<file path="src/rtl/hospital_rover_router_if.sv">
// hospital_rover_router_if: request handshake and rover status bundle
interface hospital_rover_router_if #(
  parameter int LOC_W = 3,
  parameter int QDEPTH = 4
);
  logic move_switch, req_valid, req_ready, recall, moving, dir, arrived, req_err;
  logic [LOC_W-1:0] req_dest, current_loc, dest_loc;
  logic [$clog2(QDEPTH):0] q_count;
  modport slave(
    input move_switch, req_valid, req_dest, recall,
    output req_ready, current_loc, dest_loc, moving, dir, arrived, req_err, q_count
  );
  modport master(
    output move_switch, req_valid, req_dest, recall,
    input req_ready, current_loc, dest_loc, moving, dir, arrived, req_err, q_count
  );
endinterface

</file>
<file path="src/rtl/hospital_rover_router.sv">
// hospital_rover_router: queued shortest-path ring rover controller with dwell and emergency recall
module hospital_rover_router #(
  parameter int NUM_ROOMS = 8,
  parameter int LOC_W = 3,
  parameter int QDEPTH = 4,
  parameter int HOP_CYCLES = 2,
  parameter int DWELL_CYCLES = 3
) (
  input logic clk,
  input logic reset,
  hospital_rover_router_if.slave bus
);
  localparam int QW = $clog2(QDEPTH);
  localparam int HW = HOP_CYCLES > 1 ? $clog2(HOP_CYCLES) : 1;
  localparam int DW = DWELL_CYCLES > 1 ? $clog2(DWELL_CYCLES) : 1;
  localparam logic [LOC_W:0] NR = (LOC_W+1)'(NUM_ROOMS);
  localparam logic [LOC_W-1:0] LAST = LOC_W'(NUM_ROOMS - 1);
  localparam logic [HW-1:0] HOP_LAST = HW'(HOP_CYCLES - 1);
  localparam logic [DW-1:0] DWELL_LAST = DW'(DWELL_CYCLES - 1);
  typedef enum logic [1:0] {IDLE, TRAVEL, DWELL, RECALL} state_t;
  state_t state_q, state_d;
  logic [LOC_W-1:0] cur_q, cur_d, dest_q, dest_d, step_loc, head;
  logic dir_q, dir_d, arrived_q, arrived_d, err_q, err_d;
  logic [HW-1:0] hop_q, hop_d;
  logic [DW-1:0] dwell_q, dwell_d;
  logic [QW-1:0] wp_q, wp_d, rp_q, rp_d;
  logic [QW:0] cnt_q, cnt_d;
  logic [LOC_W-1:0] mem [QDEPTH];
  logic bad, push, pop, flush;
  function automatic logic go_up(input logic [LOC_W-1:0] to, input logic [LOC_W-1:0] from);
    logic [LOC_W:0] d_up;
    d_up = {1'b0, to} + (to >= from ? (LOC_W+1)'(0) : NR) - {1'b0, from};
    return d_up <= NR - d_up;
  endfunction
  assign head = mem[rp_q];
  assign step_loc = dir_q ? (cur_q == LAST ? '0 : cur_q + LOC_W'(1)) : (cur_q == '0 ? LAST : cur_q - LOC_W'(1));
  assign bad = {1'b0, bus.req_dest} >= NR;
  assign bus.req_ready = cnt_q != (QW+1)'(QDEPTH) && !bus.recall && !reset;
  assign push = bus.req_valid && bus.req_ready && !bad;
  always_comb begin
    state_d = state_q;
    cur_d = cur_q;
    dest_d = dest_q;
    dir_d = dir_q;
    hop_d = hop_q;
    dwell_d = dwell_q;
    arrived_d = 1'b0;
    pop = 1'b0;
    flush = 1'b0;
    if (bus.recall && state_q != RECALL) begin
      flush = 1'b1;
      dest_d = '0;
      dir_d = go_up('0, cur_q);
      hop_d = '0;
      arrived_d = cur_q == '0;
      state_d = arrived_d ? IDLE : RECALL;
    end else if (state_q == IDLE && cnt_q != '0) begin
      pop = 1'b1;
      dest_d = head;
      dir_d = go_up(head, cur_q);
      hop_d = '0;
      dwell_d = '0;
      arrived_d = head == cur_q;
      state_d = arrived_d ? DWELL : TRAVEL;
    end else if (state_q == DWELL) begin
      dwell_d = dwell_q + DW'(1);
      state_d = dwell_q == DWELL_LAST ? IDLE : DWELL;
    end else if ((state_q == TRAVEL || state_q == RECALL) && bus.move_switch) begin
      hop_d = hop_q == HOP_LAST ? '0 : hop_q + HW'(1);
      if (hop_q == HOP_LAST) begin
        cur_d = step_loc;
        dwell_d = '0;
        arrived_d = step_loc == dest_q;
        state_d = !arrived_d ? state_q : state_q == TRAVEL ? DWELL : IDLE;
      end
    end
    wp_d = flush ? '0 : wp_q + QW'(push);
    rp_d = flush ? '0 : rp_q + QW'(pop);
    cnt_d = flush ? '0 : cnt_q + (QW+1)'(push) - (QW+1)'(pop);
    err_d = bus.req_valid && bus.req_ready && bad;
  end
  always_ff @(posedge clk or posedge reset) begin
    if (reset) begin
      state_q <= IDLE;
      cur_q <= '0;
      dest_q <= '0;
      dir_q <= 1'b0;
      hop_q <= '0;
      dwell_q <= '0;
      arrived_q <= 1'b0;
      err_q <= 1'b0;
      wp_q <= '0;
      rp_q <= '0;
      cnt_q <= '0;
    end else begin
      state_q <= state_d;
      cur_q <= cur_d;
      dest_q <= dest_d;
      dir_q <= dir_d;
      hop_q <= hop_d;
      dwell_q <= dwell_d;
      arrived_q <= arrived_d;
      err_q <= err_d;
      wp_q <= wp_d;
      rp_q <= rp_d;
      cnt_q <= cnt_d;
    end
  end
  always_ff @(posedge clk) if (push) mem[wp_q] <= bus.req_dest;
  assign bus.current_loc = cur_q;
  assign bus.dest_loc = dest_q;
  assign bus.moving = state_q == TRAVEL || state_q == RECALL;
  assign bus.dir = dir_q;
  assign bus.arrived = arrived_q;
  assign bus.req_err = err_q;
  assign bus.q_count = cnt_q;
endmodule
</file>
<file path="src/flat_wrapper.sv">
// flat-port wrapper written by rule: the top's interface ports become plain ports
module hospital_rover_router_flat 
#(
  parameter int NUM_ROOMS = 8,
  parameter int LOC_W = 3,
  parameter int QDEPTH = 4,
  parameter int HOP_CYCLES = 2,
  parameter int DWELL_CYCLES = 3
)
  (clk, reset, bus_move_switch, bus_req_valid, bus_req_dest, bus_recall, bus_req_ready, bus_current_loc, bus_dest_loc, bus_moving, bus_dir, bus_arrived, bus_req_err, bus_q_count);
  hospital_rover_router_if #(.LOC_W(LOC_W), .QDEPTH(QDEPTH)) bus_i ();
  input logic clk;
  input logic reset;
  input wire logic [$bits(bus_i.move_switch)-1:0] bus_move_switch;
  input wire logic [$bits(bus_i.req_valid)-1:0] bus_req_valid;
  input wire logic [$bits(bus_i.req_dest)-1:0] bus_req_dest;
  input wire logic [$bits(bus_i.recall)-1:0] bus_recall;
  output wire logic [$bits(bus_i.req_ready)-1:0] bus_req_ready;
  output wire logic [$bits(bus_i.current_loc)-1:0] bus_current_loc;
  output wire logic [$bits(bus_i.dest_loc)-1:0] bus_dest_loc;
  output wire logic [$bits(bus_i.moving)-1:0] bus_moving;
  output wire logic [$bits(bus_i.dir)-1:0] bus_dir;
  output wire logic [$bits(bus_i.arrived)-1:0] bus_arrived;
  output wire logic [$bits(bus_i.req_err)-1:0] bus_req_err;
  output wire logic [$bits(bus_i.q_count)-1:0] bus_q_count;
  assign bus_i.move_switch = bus_move_switch;
  assign bus_i.req_valid = bus_req_valid;
  assign bus_i.req_dest = bus_req_dest;
  assign bus_i.recall = bus_recall;
  assign bus_req_ready = bus_i.req_ready;
  assign bus_current_loc = bus_i.current_loc;
  assign bus_dest_loc = bus_i.dest_loc;
  assign bus_moving = bus_i.moving;
  assign bus_dir = bus_i.dir;
  assign bus_arrived = bus_i.arrived;
  assign bus_req_err = bus_i.req_err;
  assign bus_q_count = bus_i.q_count;
  hospital_rover_router #(.NUM_ROOMS(NUM_ROOMS), .LOC_W(LOC_W), .QDEPTH(QDEPTH), .HOP_CYCLES(HOP_CYCLES), .DWELL_CYCLES(DWELL_CYCLES)) u_core (.clk(clk), .reset(reset), .bus(bus_i));
endmodule
</file>
<file path="config.mk">
export PLATFORM = sky130hd
export DESIGN_NAME = hospital_rover_router_flat
export DESIGN_NICKNAME = d
export VERILOG_FILES = /design/src/rtl/hospital_rover_router_if.sv /design/src/rtl/hospital_rover_router.sv /design/src/flat_wrapper.sv
export SDC_FILE = /design/constraint.sdc
export NUM_CORES = 1
export LEC_CHECK = 0
export CORE_MARGIN = 3
export CORE_UTILIZATION = 59
export CTS_CLUSTER_SIZE = 12
export DETAILED_ROUTE_END_ITERATION = 10
export PLACE_DENSITY = 0.87
export SYNTH_ARGS = -nofsm -noshare
export SYNTH_HDL_FRONTEND = slang
export SYNTH_SLANG_ARGS = --single-unit
</file>
<file path="constraint.sdc">
create_clock -name clk -period 6.7 [get_ports clk]
set_clock_uncertainty 0.2 [all_clocks]
set_input_delay 0.67 -clock clk [delete_from_list [all_inputs] [get_ports clk]]
set_output_delay 0.67 -clock clk [all_outputs]
set_load 0.03 [all_outputs]
</file>
==> results by group, run 1 <==
Outcome
  • Status: finished clean

Synthesis
  • Post-synthesis area per instance: 11.1 µm²
  • Post-synth top area share: 28.3%
  • Cells after synthesis: 159
  • Post-synth design cell area: 0.00177 mm²
  • Net count after synthesis: 183
  • FF+latch count, synth: 32
  • Yosys top cell by area: dfrtp_1
  • Top post-synthesis cells by area: dfrtp_1 28%, edfxtp_1 20%, ha_1 9.9%
  • Synth warn: 0
  • Yosys cell types: 41
  • Async S/R FF share, synth: 62.5%
  • Post-synth EDFFs: 12
  • Top FF cell, synth: dfrtp_1
  • Sequential share of the synthesized area: 48.7%

Floorplan
  • Initial core utilization: 63.0%
  • I/O pin total: 22
  • Die Footprint: 0.00369 mm²
  • Core area: 0.00281 mm²
  • Die Wd: 60.7 µm
  • Die extent in y: 60.7 µm
  • FP Rows: 19

GRT
  • Initial antenna violation count: 0
  • First-pass GRT wire length: 5.81 mm
  • Overflow after GRT: 0
  • All-Layer GR Usage: 21.9%
  • Largest net degree at the start of global routing: 21
  • Vias in the first global route: 1,352

Worst setup path
  • Worst EP arrival: 2230 ps
  • Max incr delay on CP: 730 ps
  • R2R Path End: u_core.bus.q_count[2]
  • Worst R2R Start: u_core.state_q[0]
  • Worst path slowest cell: clkdlybuf4s50_1
  • Worst-path fanout max: 7
  • CP startpoint kind: primary input
  • CP Launch Point: bus_recall
  • R2R setup slack: 3900 ps
  • WP data required: 5830 ps
  • CP most frequent cell: clkdlybuf4s50_1
  • Worst r2r path cells: 9
  • Critical path endpoint category: output port
  • Setup CP Type: primary input to output port
  • Delay-heaviest family, CP: buffers and inverters
  • Critical-path cell list: clkdlybuf4s50_1 -> a311oi_1 -> clkdlybuf4s50_1
  • CP Buf/Inv Count: 2

Timing
  • Final period util: 46.3%
  • Fmax: 323 MHz
  • Slew Limit Headroom: 48.0%
  • Worst Max-Slew Pin Slew: 779 ps
  • Post-route setup TNS: 0 ps
  • Setup violations, final: 0
  • Final hold viol count: 0
  • RSZ-0062 raised after global routing: no
  • Slew Viols, Final: 0
  • Tmin final: 3100 ps

Clock network
  • Root buf cell: clkbuf_4
  • TritonCTS buffer count: 5
  • Clock Latency Late Sink: 340 ps
  • Htree depth: 2
  • Post-cts sizing count: 0
  • CTS tree: yes
  • TritonCTS Sinks: 32
  • CTS clk-pin slew, worst paths: 100 ps
  • Post-CTS Setup Inserts: 0
  • Post-CTS Hold Buffers: 0
  • CTS Buffer Depth: 2

Min path
  • Hold path startpoint: u_core.dwell_q[1]
  • Hold Path End: u_core.dwell_q[1]
  • Hold Path Stages: 2
  • Min-Delay Path Class: register to register

Finish
  • Area Growth Syn to Fin: 16.1%
  • Layout cells sized above 1: 7.14%
  • Final core utilization: 73.1%
  • Commonest cells after routing, fill and taps aside: 20 x clkdlybuf4s50_1, 20 x dfrtp_1, 14 x ha_1, 13 x nor2_1, 13 x inv_1
  • Layout Nets: 205
  • Antenna cells: 0
  • Fillers: 202

Drt
  • Vias per cell: 6.06
  • DRC viols: 0
  • Total number of vias: 1,290
  • Initial drt markers: 40
  • Drt pass-1 iters: 4
  • Detailed-route wire length per cell: 16.7 µm
  • ANT nets after route: 0
  • Final wirelength: 3.55 mm

Power and ir drop
  • Worst VDD drop: 0.296 mV
  • Power per cell area: 441 mW/mm²
  • Static leakage: 0.884 nW

Place
  • Hpwl dp: 2.62 mm
  • Gpl congestion: 0.884
  • Buffers on Ports: 20

Run
  • Max-Cap Viols: 0
==> metal layers <==
metal / track usage (%) / vias to the layer above / wire, µm
met5: 0 / - / 0
met4: 10.2 / 0 / 42
met2: 36.8 / 38 / 1790
li1: - / 605 / -
met1: 26.0 / 641 / 1550
met3: 6.17 / 6 / 167
==> synthesized netlist by cell type, drive strengths merged, types with 2 or more instances <==
cell and instances:
inv 13, a32oi 2, o21ai 6, a21oi 5
clkbuf 2, mux4 3, nor2 13, dfrtp 20
ha 14, nand2 12, a22o 3, nand3 3
nor3b 2, and3 3, nor3 3, edfxtp 12
fa 2, nand2b 6, a31oi 2, buf 2
xnor2 7, and2 7
==> registers in the layout, summed over array words and instances (netlist names) <==
register	count
u_core.state_q	2
u_core.bus.current_loc	3
u_core.dwell_q	2
u_core.hop_q	1
u_core.bus.dest_loc	3
u_core.mem	12
u_core.wp_q	2
u_core.rp_q	2
u_core.bus.arrived	1
u_core.bus.q_count	3
u_core.bus.dir	1
==> worst max-delay path by stage <==
stage / to / slack [ps] / cells past startpoint
floorplan: u_core.bus.q_count[1] / 3810 / 5
global placement: bus_req_ready / 3660 / 3
CTS: bus_req_ready / 3600 / 3
detailed placement: u_core.bus.q_count[2] / 3550 / 9
global route: bus_req_ready / 3530 / 3
finish: bus_req_ready / 3600 / 3
==> tightest hold or removal path, cell delays in order (launching register included) <==
cell and delay, ps:
dfrtp_1 390, inv_1 50, o32ai_1 60
==> stage by stage <==
stage                     std cells  instance area (µm²)  setup WS, ps  power (mW)  hold slack, ps
after CTS                       213                 2050          3600       0.905             337
after floorplan                 159                 1770          3810       0.626             289
after global placement          205                 1970          3660       0.727             307
final                           213                 2050          3600       0.904             337
after detailed placement        205                 1970          3550       0.753             323
after global routing            213                 2050          3530       0.969             366
==> logic make-up (layout without fill, tap and decap cells) <==
| family | after synthesis | after routing | share of synthesized area, % |
|---|---|---|---|
| simple gates | 54 | 54 | 15.7 |
| flops | 32 | 32 | 48.7 |
| compound gates | 28 | 28 | 11.1 |
| buf+inv | 18 | 41 | 4.75 |
| fa+ha+maj | 16 | 16 | 12.2 |
| xor+xnor | 7 | 7 | 3.47 |
| mux | 3 | 3 | 3.82 |
| other cells | 1 | 1 | 0.212 |
==> area by class of cell <==
type | instances | area, µm² | area share, %
clock buffers | 5 | 37.5 | 1.83
clock inverters | 3 | 42.5 | 2.07
inverters | 13 | 48.8 | 2.38
multi-input cells | 109 | 822 | 40.1
flip-flops and latches | 32 | 861 | 42.0
well taps | 31 | 38.8 | 1.89
repair buffers | 20 | 200 | 9.76
==> power breakdown <==
group	switching, mW	total (mW)	internal, mW
Sequential	0.0620	0.312	0.250
Combinational	0.247	0.442	0.195
Clock	0.0716	0.149	0.0777
Total	0.381	0.904	0.523
Note: power is estimated with default switching activity, not from simulation.
==> inputs of run 2 (changes only) <==
--- a/config.mk
+++ b/config.mk
@@ -6,10 +6,10 @@
 export NUM_CORES = 1
 export LEC_CHECK = 0
 export CORE_MARGIN = 3
-export CORE_UTILIZATION = 59
+export CORE_UTILIZATION = 49
 export CTS_CLUSTER_SIZE = 12
 export DETAILED_ROUTE_END_ITERATION = 10
-export PLACE_DENSITY = 0.87
+export PLACE_DENSITY = 0.78
 export SYNTH_ARGS = -nofsm -noshare
 export SYNTH_HDL_FRONTEND = slang
 export SYNTH_SLANG_ARGS = --single-unit
==> constraint.sdc (replaced) <==
create_clock -name clk -period 2.8 [get_ports clk]
set_clock_uncertainty 0.2 [all_clocks]
set_input_delay 0.28 -clock clk [delete_from_list [all_inputs] [get_ports clk]]
set_output_delay 0.28 -clock clk [all_outputs]
set_load 0.03 [all_outputs]
==> results by group, run 2 (synthesis results as in run 1) <==
Run
  • Max-Cap Viols: 0

Drt
  • Vias per cell: 5.70
  • Total number of vias: 1,312
  • Final wirelength: 3.53 mm
  • Drt pass-1 iters: 4
  • DRC viols: 0
  • ANT nets after route: 0
  • Detailed-route wire length per cell: 15.3 µm
  • Initial drt markers: 104

Clock network
  • Htree depth: 2
  • TritonCTS Sinks: 32
  • Root buf cell: clkbuf_4
  • Post-CTS Hold Buffers: 0
  • CTS Buffer Depth: 2
  • CTS clk-pin slew, worst paths: 120 ps
  • Clock Latency Late Sink: 340 ps
  • TritonCTS buffer count: 5
  • Post-CTS Setup Inserts: 0
  • Post-cts sizing count: 0
  • CTS tree: yes

GRT
  • Overflow after GRT: 0
  • Largest net degree at the start of global routing: 21
  • Vias in the first global route: 1,225
  • First-pass GRT wire length: 5.95 mm
  • Initial antenna violation count: 0
  • All-Layer GR Usage: 18.2%

Finish
  • Largest register FFs: 12
  • Biggest register: u_core.mem
  • Layout Nets: 207
  • Antenna cells: 0
  • Layout cells sized above 1: 8.70%
  • Area Growth Syn to Fin: 17.3%
  • Post-route cell area: 0.00207 mm²
  • Commonest cells after routing, fill and taps aside: 20 x clkdlybuf4s50_1, 20 x dfrtp_1, 14 x ha_1, 13 x nor2_1, 13 x inv_1

Worst setup path
  • Worst EP arrival: 2610 ps
  • Critical path endpoint category: register
  • CP startpoint kind: register
  • Setup CP Type: register to register
  • Worst path slowest cell: fa_1
  • Worst-path fanout max: 4
  • WP data required: 2830 ps
  • Max incr delay on CP: 520 ps
  • Critical-path cell list: mux4_2 -> inv_1 -> ha_1 -> fa_1 -> nand2_1 -> nor3_1 -> nand4b_1 -> a31oi_1 -> o31ai_1

Floorplan
  • FP Rows: 21
  • Initial core utilization: 51.7%
  • I/O pin total: 22
  • Die Footprint: 0.00436 mm²
  • Die Wd: 66.0 µm
  • Core area: 0.00342 mm²
  • Die extent in y: 66.0 µm

Timing
  • Worst Max-Slew Pin Slew: 770 ps
  • Tmin final: 2580 ps
  • Final period util: 92.3%
  • Slew Viols, Final: 0
  • Post-route setup TNS: 0 ps
  • Slew Limit Headroom: 48.6%
  • Final hold viol count: 0
  • Fin worst setup slack: 217 ps
  • Setup violations, final: 0
  • RSZ-0062 raised after global routing: no
  • Fmax: 387 MHz

Power and ir drop
  • Sequential Power Share: 35.2%
  • Worst VDD drop: 0.682 mV
  • Power per cell area: 1010 mW/mm²
  • P_int: 1.18 mW
  • Static leakage: 0.882 nW
  • Switch share: 43.8%
  • Sw power: 917 µW
  • Part of the power in the clock network: 13.2%
  • Logic pwr share: 51.5%

Min path
  • Min-Delay Path Class: primary input to asynchronous set/reset pin

Place
  • Buffers on Ports: 20
  • Placed standard-cell area: 0.00201 mm²
  • Place WS: 227 ps
  • Hpwl dp: 2.67 mm
  • Gpl congestion: 0.855

Outcome
  • Status: finished clean
[run 2: cell type report]
cell class                      instances  area, µm²
Fill cell                             281       1340
Sequential cell                        32        861
Multi-Input combinational cell        109        828
Timing Repair Buffer                   22        215
Tap cell                               46       57.6
Inverter                               13       48.8
Clock buffer                            5       37.5
Clock inverter                          3       23.8
[run 2: per-layer routing]
metal	GRT usage, %	up-vias	part of all wire [%]
met4	6.60	0	2.2
met2	27.3	63	48
li1	-	607	-
met5	0	-	0
met1	25.4	631	42
met3	4.76	11	7.2
[run 2: final timing paths]
path	from	end	slack (ps)	cells after the start
worst min-delay path	reset	u_core.wp_q[1]	220	2
min in group clk	u_core.dwell_q[1]	u_core.dwell_q[1]	370	2
worst max-delay path	u_core.rp_q[0]	u_core.bus.dir	220	9
worst max register to register	u_core.rp_q[0]	u_core.bus.dir	220	9
max in group asynchronous	reset	u_core.bus.q_count[0]	1690	2
worst min register to register	u_core.dwell_q[1]	u_core.dwell_q[1]	370	2
[run 2: per-stage QoR]
stage / hold WS [ps] / util [%] / power (mW) / cells
finish: 224 / 60.7 / 2.09 / 230
global route: 278 / 60.7 / 2.26 / 230
CTS: 256 / 60.7 / 2.10 / 230
global placement: 308 / 58.9 / 1.76 / 222
detailed placement: 351 / 58.9 / 1.82 / 222
floorplan: 43.8 / - / 1.50 / 159
[run 2: critical path, delay by kind of cell, from the launching register on]
kind | cells | cell delay (ps)
and+or+nand+nor | 3 | 360
DFF | 1 | 470
adders and majority gates | 2 | 730
buffers and inverters | 1 | 50
AOI/OAI and AO/OA | 2 | 280
muxes | 1 | 380
[run 2: power groups by stage]
stage	clock network [mW]	logic [mW]	registers, mW
after detailed placement	0	1.07	0.747
final	0.277	1.08	0.738
after global placement	0	1.02	0.739
after global routing	0.303	1.20	0.759
after floorplan	0	0.678	0.825
after CTS	0.281	1.08	0.738
